**src/rtl/sd_frame_packer_if.sv**
```systemverilog
// sd_frame_packer_if
//   Bundles the control, byte-stream and frame-write signals of sd_frame_packer.
//   master  : the packer side (drives byte_ready, the write port and status).
//   slave   : the environment side (drives start/abort, the byte source and write_req_ack).
//   Signals:
//     start, abort                 control pulses
//     byte_valid/byte_data/byte_ready  8-bit source stream
//     write_req/write_req_ack      frame write handshake
//     write_addr_index             buffer being written
//     write_en/write_data          word push
//     busy, frame_done, aborted, last_index, err_drop  status
interface sd_frame_packer_if #(
  parameter int DATA_BITS = 32
) ();
  logic                 start;
  logic                 abort;
  logic                 byte_valid;
  logic [7:0]           byte_data;
  logic                 byte_ready;
  logic                 write_req;
  logic                 write_req_ack;
  logic [1:0]           write_addr_index;
  logic                 write_en;
  logic [DATA_BITS-1:0] write_data;
  logic                 busy;
  logic                 frame_done;
  logic                 aborted;
  logic [1:0]           last_index;
  logic                 err_drop;

  modport master (
    input  start, abort, byte_valid, byte_data, write_req_ack,
    output byte_ready, write_req, write_addr_index, write_en, write_data,
           busy, frame_done, aborted, last_index, err_drop
  );

  modport slave (
    output start, abort, byte_valid, byte_data, write_req_ack,
    input  byte_ready, write_req, write_addr_index, write_en, write_data,
           busy, frame_done, aborted, last_index, err_drop
  );
endinterface

```
**src/rtl/sd_frame_packer.sv**
```systemverilog
// sd_frame_packer
//   Packs an 8-bit byte stream into DATA_BITS-wide words and writes one frame of
//   FRAME_WORDS words per start, rotating through NUM_BUFS frame buffers.
//   Ports:
//     clk    single clock
//     rst_n  asynchronous active-low reset
//     bus    sd_frame_packer_if.master (control, byte stream, write port, status)
module sd_frame_packer #(
  parameter int DATA_BITS   = 32,
  parameter int FRAME_WORDS = 307200,
  parameter int NUM_BUFS    = 2,
  parameter int LSB_FIRST   = 1,
  parameter int LEN_BITS    = 24
) (
  input  logic               clk,
  input  logic               rst_n,
  sd_frame_packer_if.master  bus
);
  localparam int BPW   = DATA_BITS / 8;
  localparam int CNT_W = (BPW > 1) ? $clog2(BPW) : 1;

  typedef enum logic [1:0] {IDLE, REQ, FILL, DONE} state_t;

  state_t               state_q, state_d;
  logic [CNT_W-1:0]     byte_cnt;
  logic [LEN_BITS-1:0]  word_cnt;
  logic [BPW-1:0][7:0]  lane_q, word_nxt;
  logic [1:0]           idx_q, last_q;
  logic                 we_q, aborted_q, err_q, busy_q;
  logic [DATA_BITS-1:0] data_q;
  logic                 in_frame, accept, last_byte, last_word;

  assign in_frame  = (state_q == REQ) || (state_q == FILL);
  // abort outranks a byte arriving in the same cycle, including the final one
  assign accept    = (state_q == FILL) && bus.byte_valid && !bus.abort;
  assign last_byte = byte_cnt == CNT_W'(BPW - 1);
  assign last_word = word_cnt == LEN_BITS'(FRAME_WORDS - 1);

  // Current word with the incoming byte merged into the lane its count maps to;
  // used both to update the lane store and as the pushed word on the last byte.
  always_comb begin
    word_nxt = lane_q;
    for (int g = 0; g < BPW; g++) begin
      if (byte_cnt == CNT_W'((LSB_FIRST != 0) ? g : (BPW - 1 - g)))
        word_nxt[g] = bus.byte_data;
    end
  end

  always_comb begin
    state_d = state_q;
    case (state_q)
      IDLE: if (bus.start) state_d = REQ;
      REQ: begin
        if (bus.abort)              state_d = IDLE;
        else if (bus.write_req_ack) state_d = FILL;
      end
      FILL: begin
        if (bus.abort)                             state_d = IDLE;
        else if (accept && last_byte && last_word) state_d = DONE;
      end
      DONE:    state_d = IDLE;
      default: state_d = IDLE;
    endcase
  end

  always_ff @(posedge clk or negedge rst_n) begin
    if (!rst_n) begin
      state_q   <= IDLE;
      byte_cnt  <= '0;
      word_cnt  <= '0;
      lane_q    <= '0;
      idx_q     <= '0;
      last_q    <= '0;
      we_q      <= 1'b0;
      aborted_q <= 1'b0;
      err_q     <= 1'b0;
      busy_q    <= 1'b0;
      data_q    <= '0;
    end else begin
      state_q   <= state_d;
      busy_q    <= state_d != IDLE;
      we_q      <= 1'b0;
      aborted_q <= in_frame && bus.abort;

      if (state_q == IDLE && bus.start) begin
        byte_cnt <= '0;
        word_cnt <= '0;
        err_q    <= 1'b0;
      end

      // REQ never asserts byte_ready, so any offered byte is a drop
      if (state_q == REQ && bus.byte_valid) err_q <= 1'b1;

      if (in_frame && bus.abort) byte_cnt <= '0;

      if (accept) begin
        lane_q <= word_nxt;
        if (last_byte) begin
          byte_cnt <= '0;
          word_cnt <= word_cnt + LEN_BITS'(1);
          data_q   <= word_nxt;
          we_q     <= 1'b1;
        end else begin
          byte_cnt <= byte_cnt + CNT_W'(1);
        end
      end

      if (state_q == DONE) begin
        last_q <= idx_q;
        idx_q  <= (idx_q == 2'(NUM_BUFS - 1)) ? 2'd0 : idx_q + 2'd1;
      end
    end
  end

  assign bus.byte_ready       = state_q == FILL;
  assign bus.write_req        = state_q == REQ;
  assign bus.write_addr_index = idx_q;
  assign bus.write_en         = we_q;
  assign bus.write_data       = data_q;
  assign bus.busy             = busy_q;
  assign bus.frame_done       = state_q == DONE;
  assign bus.aborted          = aborted_q;
  assign bus.last_index       = last_q;
  assign bus.err_drop         = err_q;
endmodule

```
**src/flat_wrapper.sv**
```systemverilog
// flat-port wrapper written by rule: the top's interface ports become plain ports
module sd_frame_packer_flat 
#(
  parameter int DATA_BITS   = 32,
  parameter int FRAME_WORDS = 307200,
  parameter int NUM_BUFS    = 2,
  parameter int LSB_FIRST   = 1,
  parameter int LEN_BITS    = 24
)
  (clk, rst_n, bus_start, bus_abort, bus_byte_valid, bus_byte_data, bus_write_req_ack, bus_byte_ready, bus_write_req, bus_write_addr_index, bus_write_en, bus_write_data, bus_busy, bus_frame_done, bus_aborted, bus_last_index, bus_err_drop);
  sd_frame_packer_if #(.DATA_BITS(DATA_BITS)) bus_i ();
  input  logic clk;
  input  logic rst_n;
  input wire logic [$bits(bus_i.start)-1:0] bus_start;
  input wire logic [$bits(bus_i.abort)-1:0] bus_abort;
  input wire logic [$bits(bus_i.byte_valid)-1:0] bus_byte_valid;
  input wire logic [$bits(bus_i.byte_data)-1:0] bus_byte_data;
  input wire logic [$bits(bus_i.write_req_ack)-1:0] bus_write_req_ack;
  output wire logic [$bits(bus_i.byte_ready)-1:0] bus_byte_ready;
  output wire logic [$bits(bus_i.write_req)-1:0] bus_write_req;
  output wire logic [$bits(bus_i.write_addr_index)-1:0] bus_write_addr_index;
  output wire logic [$bits(bus_i.write_en)-1:0] bus_write_en;
  output wire logic [$bits(bus_i.write_data)-1:0] bus_write_data;
  output wire logic [$bits(bus_i.busy)-1:0] bus_busy;
  output wire logic [$bits(bus_i.frame_done)-1:0] bus_frame_done;
  output wire logic [$bits(bus_i.aborted)-1:0] bus_aborted;
  output wire logic [$bits(bus_i.last_index)-1:0] bus_last_index;
  output wire logic [$bits(bus_i.err_drop)-1:0] bus_err_drop;
  assign bus_i.start = bus_start;
  assign bus_i.abort = bus_abort;
  assign bus_i.byte_valid = bus_byte_valid;
  assign bus_i.byte_data = bus_byte_data;
  assign bus_i.write_req_ack = bus_write_req_ack;
  assign bus_byte_ready = bus_i.byte_ready;
  assign bus_write_req = bus_i.write_req;
  assign bus_write_addr_index = bus_i.write_addr_index;
  assign bus_write_en = bus_i.write_en;
  assign bus_write_data = bus_i.write_data;
  assign bus_busy = bus_i.busy;
  assign bus_frame_done = bus_i.frame_done;
  assign bus_aborted = bus_i.aborted;
  assign bus_last_index = bus_i.last_index;
  assign bus_err_drop = bus_i.err_drop;
  sd_frame_packer #(.DATA_BITS(DATA_BITS), .FRAME_WORDS(FRAME_WORDS), .NUM_BUFS(NUM_BUFS), .LSB_FIRST(LSB_FIRST), .LEN_BITS(LEN_BITS)) u_core (.clk(clk), .rst_n(rst_n), .bus(bus_i));
endmodule
```
**config.mk**
```make
export PLATFORM = sky130hd
export DESIGN_NAME = sd_frame_packer_flat
export DESIGN_NICKNAME = d
export VERILOG_FILES = /design/src/rtl/sd_frame_packer_if.sv /design/src/rtl/sd_frame_packer.sv /design/src/flat_wrapper.sv
export SDC_FILE = /design/constraint.sdc
export NUM_CORES = 1
export LEC_CHECK = 0
export CORE_AREA = 2 2 89 108
export DETAILED_ROUTE_END_ITERATION = 10
export DIE_AREA = 0 0 91 110
export PLACE_DENSITY = 0.85
export SLEW_MARGIN = 20
export SYNTH_ARGS = -nofsm -noshare
export SYNTH_HDL_FRONTEND = slang
export SYNTH_SLANG_ARGS = --single-unit
```
**constraint.sdc**
```tcl
create_clock -name clk -period 1.7 [get_ports clk]
set_input_delay 0.34 -clock clk [delete_from_list [all_inputs] [get_ports clk]]
set_output_delay 0.34 -clock clk [all_outputs]
set_load 0.03 [all_outputs]
```
## After elaboration in Yosys (flattened, before gate mapping)

Index checks and enable logic that the tools add are counted.

| storage, ports and cells | value |
|---|---|
| bits in registers | 100 |
| input bits | 14 |
| output and inout port bits | 43 |

| operators by class | value |
|---|---|
| add/sub/neg operators | 3 |
| reductions and logical operators | 15 |
| equality and inequality tests | 8 |
| muxes and demuxes | 22 |

Operators by type and width:

| kind | number |
|---|---|
| $mux 24 | 3 |
| $mux 8 | 4 |
| $add 24x1->24 const B | 1 |
| $eq 24x19->1 const B | 1 |
| $mux 2 | 10 |
| $eq 2x2->1 const B | 4 |
| $pmux 2 s4 | 1 |
| $logic_and 1x1->1 | 7 |
| $eq 2x1->1 const B | 3 |
| $add 2x1->2 const B | 2 |
| $logic_not 2->1 | 2 |
| $mux 1 | 4 |
| $reduce_bool 2->1 | 2 |
| $reduce_bool 3->1 | 1 |
| $reduce_and 2->1 | 1 |
| $logic_not 1->1 | 1 |
| $logic_or 1x1->1 | 1 |

## Logic depth before layout (Yosys ltp)

| logic depth | value |
|---|---|
| depth in word-level cells | 9 |
| depth in mapped cells | 8 |

## Worst setup path after synthesis

Ideal clock, no wire load.

| path | value |
|---|---|
| path kind | flip-flop to flip-flop |
| from | register u_core.state_q[0] |
| to | register u_core.word_cnt[19] |
| arrival | 1.966 ns |
| data required time | 1.560 ns |
| cell stages (with the launch flop) | 9 |
| path slack | -0.406 ns |
| period minus slack after synthesis | 2.106 ns |
| library setup time | 0.140 ns |
| path through | dfrtp_1 inv_1 ha_1 nand4b_1 inv_1 a21oi_1 clkbuf_1 o311ai_0 o41ai_1 |

RTL lines:

| what | RTL line | source |
|---|---|---|
| from (decl) | sd_frame_packer.sv:24 | `state_t state_q, state_d;` |
| from (signal assigned) | sd_frame_packer.sv:80 | `state_q <= state_d;` |
| $eq 2x2->1 | - |  |
| via bus_byte_ready | flat_wrapper.sv:19 | `output wire logic [$bits(bus_i.byte_ready)-1:0] bus_byte_ready;` |
| $logic_and 1x1->1 (2 in series) | sd_frame_packer.sv:35 | `assign accept = (state_q == FILL) && bus.byte_valid && !bus.abort;` |
| $mux 24 | sd_frame_packer.sv:96 | `if (accept) begin` |
| to (signal assigned) | sd_frame_packer.sv:100 | `word_cnt <= word_cnt + LEN_BITS'(1);` |
| to (decl) | sd_frame_packer.sv:26 | `logic [LEN_BITS-1:0] word_cnt;` |

The timed path passes the listed nets, and every way through them passes these cells.
A chain may end at the register's enable or synchronous reset.

## Worst setup path in the final report

| path | value |
|---|---|
| from | register u_core.state_q[0] |
| to | register u_core.state_q[1] |

| on the way | value |
|---|---|
| cells in the longest elaborated chain, start to end | 8 |

RTL lines:

| what | RTL line | source |
|---|---|---|
| $eq 2x2->1 | sd_frame_packer.sv:35, sd_frame_packer.sv:51 |  |
| $logic_and 1x1->1 (2 in series) | sd_frame_packer.sv:35 |  |
| $logic_and 1x1->1 (2 in series) | sd_frame_packer.sv:59 | `else if (accept && last_byte && last_word) state_d = DONE;` |
| $mux 2 | sd_frame_packer.sv:59 |  |
| $mux 2 | sd_frame_packer.sv:58 | `if (bus.abort) state_d = IDLE;` |
| $pmux 2 s4 (*) | sd_frame_packer.sv:51 | `case (state_q)` |
| via u_core.state_d[1] | sd_frame_packer.sv:24 |  |

Mark *: on every way through the listed nets, which the timed path passes. The rest lies on a longest branch.

==> results.md <==
* Status: finished, violations left
* Failing checks: negative setup slack
* Ranking of synthesized cells by area: dfrtp_1 (54%), mux2_2 (7.1%), mux2i_1 (7.0%)
* Core box area at 8939 sq um
* Post-synthesis sequential area ratio at 53.68%
* Clock power frac at 24.2%
* Port bufs at 56
* Htree depth at 3
* Nets@finish at 547
* Reg power frac at 44.3%
* Clock latency on the worst-skew pair at 0.36 ns
* Unrepaired setup endpoints after global routing: yes
* Synth top cells by count: dfrtp_1 (92), nand2_1 (76), o21ai_0 (42)
* Largest area contributor in the netlist: dfrtp_1
* Fin cells at 647
* Synth Warn # at 0
* Endpoint type of the worst setup path: register
* Mapped cell area at 4289 sq um
* Max-Cap Viols at 0
* Async set-reset flop share out of synthesis at 100.0%
* Worst setup path class: register to register
* Post-synth top area share at 53.68%
* Synthesized area per cell at 10.80 sq um
* Register bit total from synthesis at 92
* Number of global-route vias before repair at 3709
* CP required at 1.99 ns
* 1st-iter DRT viols at 184
* Synthesized net count at 421
* First-pass GRT wire length at 17.66 mm
* Final Cycle Share at 105.8%
* Slowest CP cell: or4_4
* P_leak at 3.133 nW
* Bufs and invs on worst path at 2
* CTS buffer count at 9
* Final Util at 68.62%
* Final setup TNS at -1.381 ns
* Initial antenna violation count at 0
* Root buffer cell: clkbuf_8
* CP delay by family, top: simple AND/OR/NAND/NOR gates
* Max_slew headroom at 66.58%
* Final worst slack at -0.09835 ns
* Gate Count Post-Synth at 397
* Clock Skews at 0.01294 ns
* Internal Power at 3.935 mW
* Final hold violation count at 0
* Die area at 10010 sq um
* Post-DRT Antenna Nets at 0
* Routed wire per std cell at 17.09 microns
* Pin count of the biggest net entering global routing at 36
* Post-DP HPWL at 7.527 mm
* DRT Pass-1 Iters at 5
* Fin crit period at 1.798 ns
* Synth Flop Type: dfrtp_1
* Top-count cell post-synth: dfrtp_1
* Clk slew on worst S/H paths at 0.10 ns
* Total number of vias at 3587
* Library cells used by synthesis at 51
* TritonCTS Sinks at 92
* FMAX at 0.5561 GHz
* GRT Overall Usage at 22.21%
* CTS tree: built
* Die width at 91 microns
* Post-synth EDFFs at 0
* Switch Pwr at 1.823 mW
* Pwr Total at 5.758 mW
* # DRC at 0
* DR vias/cell at 5.544
* DRT Wirelength at 11.06 mm
* Min-delay worst type: register to register
* Max stage delay on crit path at 0.47 ns
* Layout cell share with drive strength beyond 1 at 33.59%
* Initial Utilization at 47.98%
* I/O pins at 57
* CTS Buffer Depth at 2
* Area Overhead vs Synth at 43.00%
* Endpoints failing setup at 31
* Max-slew violations at 0
* Cell row count at 38
* Crit Path Max Fanout at 5
* Comb pwr share at 31.5%
* Critical Path Start Type: register
* Die height at 110 microns
* Worst-margin pin slew at 0.5013 ns
* CP cell instances: inv_2 -> ha_4 -> nand4b_1 -> inv_2 -> nand4_1 -> or4_4 -> a21oi_2
* Maximum VDD drop at 0.5916 mV
* GP Congestion at 0.9494
* Arr. time, crit path at 2.09 ns
* Inst Count DP at 617
* Most frequent cell on the critical path: inv_2
* Gr ovfl total at 0
* Switch share at 31.66%
* Power Density at 938.8 nW/um^2
* Ant diodes at 0
==> through the flow <==
step / setup slack, ns / area, sq um / hold slack, ns
after global routing: -0.1808 / 6133 / 0.5017
after floorplan: -0.1308 / 4343 / 0.04441
after detailed placement: -0.4143 / 5477 / 0.3335
after CTS: -0.07429 / 5751 / 0.4823
after global placement: -0.4071 / 5477 / 0.3347
final: -0.09835 / 6133 / 0.4844
==> registers in the layout, indices dropped and copies added, names as in the netlist <==
signal and cells:
u_core.state_q 2, u_core.bus.write_addr_index 2, u_core.lane_q 24, u_core.bus.busy 1
u_core.bus.write_data 32, u_core.bus.aborted 1, u_core.bus.last_index 2, u_core.bus.write_en 1
u_core.bus.err_drop 1, u_core.word_cnt 24, u_core.byte_cnt 2
==> cells by family (layout without fill, tap and decap cells) <==
family                     count (synthesis)  in the layout  synth area share, %
DFF                                       92             92                53.68
and+or+nand+nor                          132            132                15.37
AOI/OAI and AO/OA                         79             79                11.17
buffers and inverters                     25            155                2.363
muxes                                     57             57                14.09
adders and majority gates                 10             10                2.917
xor gates and xnor gates                   2              2               0.4085
==> power groups by stage <==
stage	Clock, mW	Combinational [mW]	Sequential [mW]
2_1_floorplan	0	0.729	2.70
3_3_place_gp	0	1.42	2.57
3_5_place_dp	0	1.46	2.59
4_1_cts	1.41	1.54	2.54
5_1_grt	1.51	1.95	2.59
6_report	1.39	1.81	2.55
==> cells in the final DEF, fill, tap and decap left out, types with 3 or more instances in the layout <==
cell type        Yosys  layout
o21a_1               3       3
dfrtp_1             92      90
nand3_2              1       5
clkdlybuf4s50_1      0      12
inv_1                6       3
mux2i_1             30      30
o21ai_2              0       6
nor2_1               8       6
buf_12               0       5
o21ai_0             42      28
o21ai_1              1       9
a31oi_1              5       5
and3_1               5       5
ha_4                 0       5
buf_4                1      60
mux2_2              27       7
buf_6                0      14
nand2_2              0       5
mux2_4               0      20
nor4_4               1       3
a21oi_1              8       5
clkbuf_8             0      11
nor3_1               5       3
nand4_1              6       6
ha_2                 0       3
nand2_1             76      67
dlygate4sd2_1        0      40
a22o_1               3       3
nand3_1             11       7
==> cell type report <==
class | count | area, sq um
Clock buffer | 11 | 151.4
Clock inverter | 4 | 32.53
Fill cell | 683 | 2805
Inverter | 6 | 25.02
Multi-Input combinational cell | 280 | 2241
Sequential cell | 92 | 2305
Tap cell | 120 | 150.1
Timing Repair Buffer | 134 | 1229
==> repair_timing <==
item | CTS | global route
gates cloned | 0 | 1
hold buffers | 1 | 0
endpoints found under the hold margin | 32 | 0
gates resized for setup | 62 | 90
buffers inserted | 6 | 8
setup endpoints to repair | 69 | 53
pin swaps | 6 | 21
==> worst paths after layout <==
check,startpoint,to,cells past startpoint,slack (ns)
setup / recovery,u_core.state_q[0]$_DFF_PN0_,u_core.state_q[1]$_DFF_PN0_,7,-0.1
max in group asynchronous,rst_n,u_core.lane_q[3]$_DFFE_PN0N_,3,0.65
hold reg to reg,u_core.bus.write_data[15]$_DFFE_PN0P_,u_core.bus.write_data[15]$_DFFE_PN0P_,2,0.48
hold / removal,u_core.bus.write_data[15]$_DFFE_PN0P_,u_core.bus.write_data[15]$_DFFE_PN0P_,2,0.48
min in group asynchronous,rst_n,u_core.bus.write_addr_index[0]$_DFFE_PN0P_,2,0.49
setup reg to reg,u_core.state_q[0]$_DFF_PN0_,u_core.state_q[1]$_DFF_PN0_,7,-0.1
==> routing by layer <==
| metal | routed length, microns | part of all wire, % | up-vias | global-route usage, % |
|---|---|---|---|---|
| li1 | - | - | 1672 | - |
| met1 | 4603 | 42 | 1768 | 27.77 |
| met2 | 5650 | 51 | 118 | 38.84 |
| met3 | 440 | 4.0 | 29 | 2.719 |
| met4 | 365 | 3.3 | 0 | 10.50 |
| met5 | 0 | 0 | - | 0 |
==> worst reg2reg max path, stage by stage, from the launching register on <==
cell and delay, ns:
dfrtp_1 0.40, inv_2 0.08, ha_4 0.13, nand4b_1 0.22, inv_2 0.17, nand4_1 0.10
or4_4 0.47, a21oi_2 0.16
No activity file was read; power rests on OpenSTA's default activity.
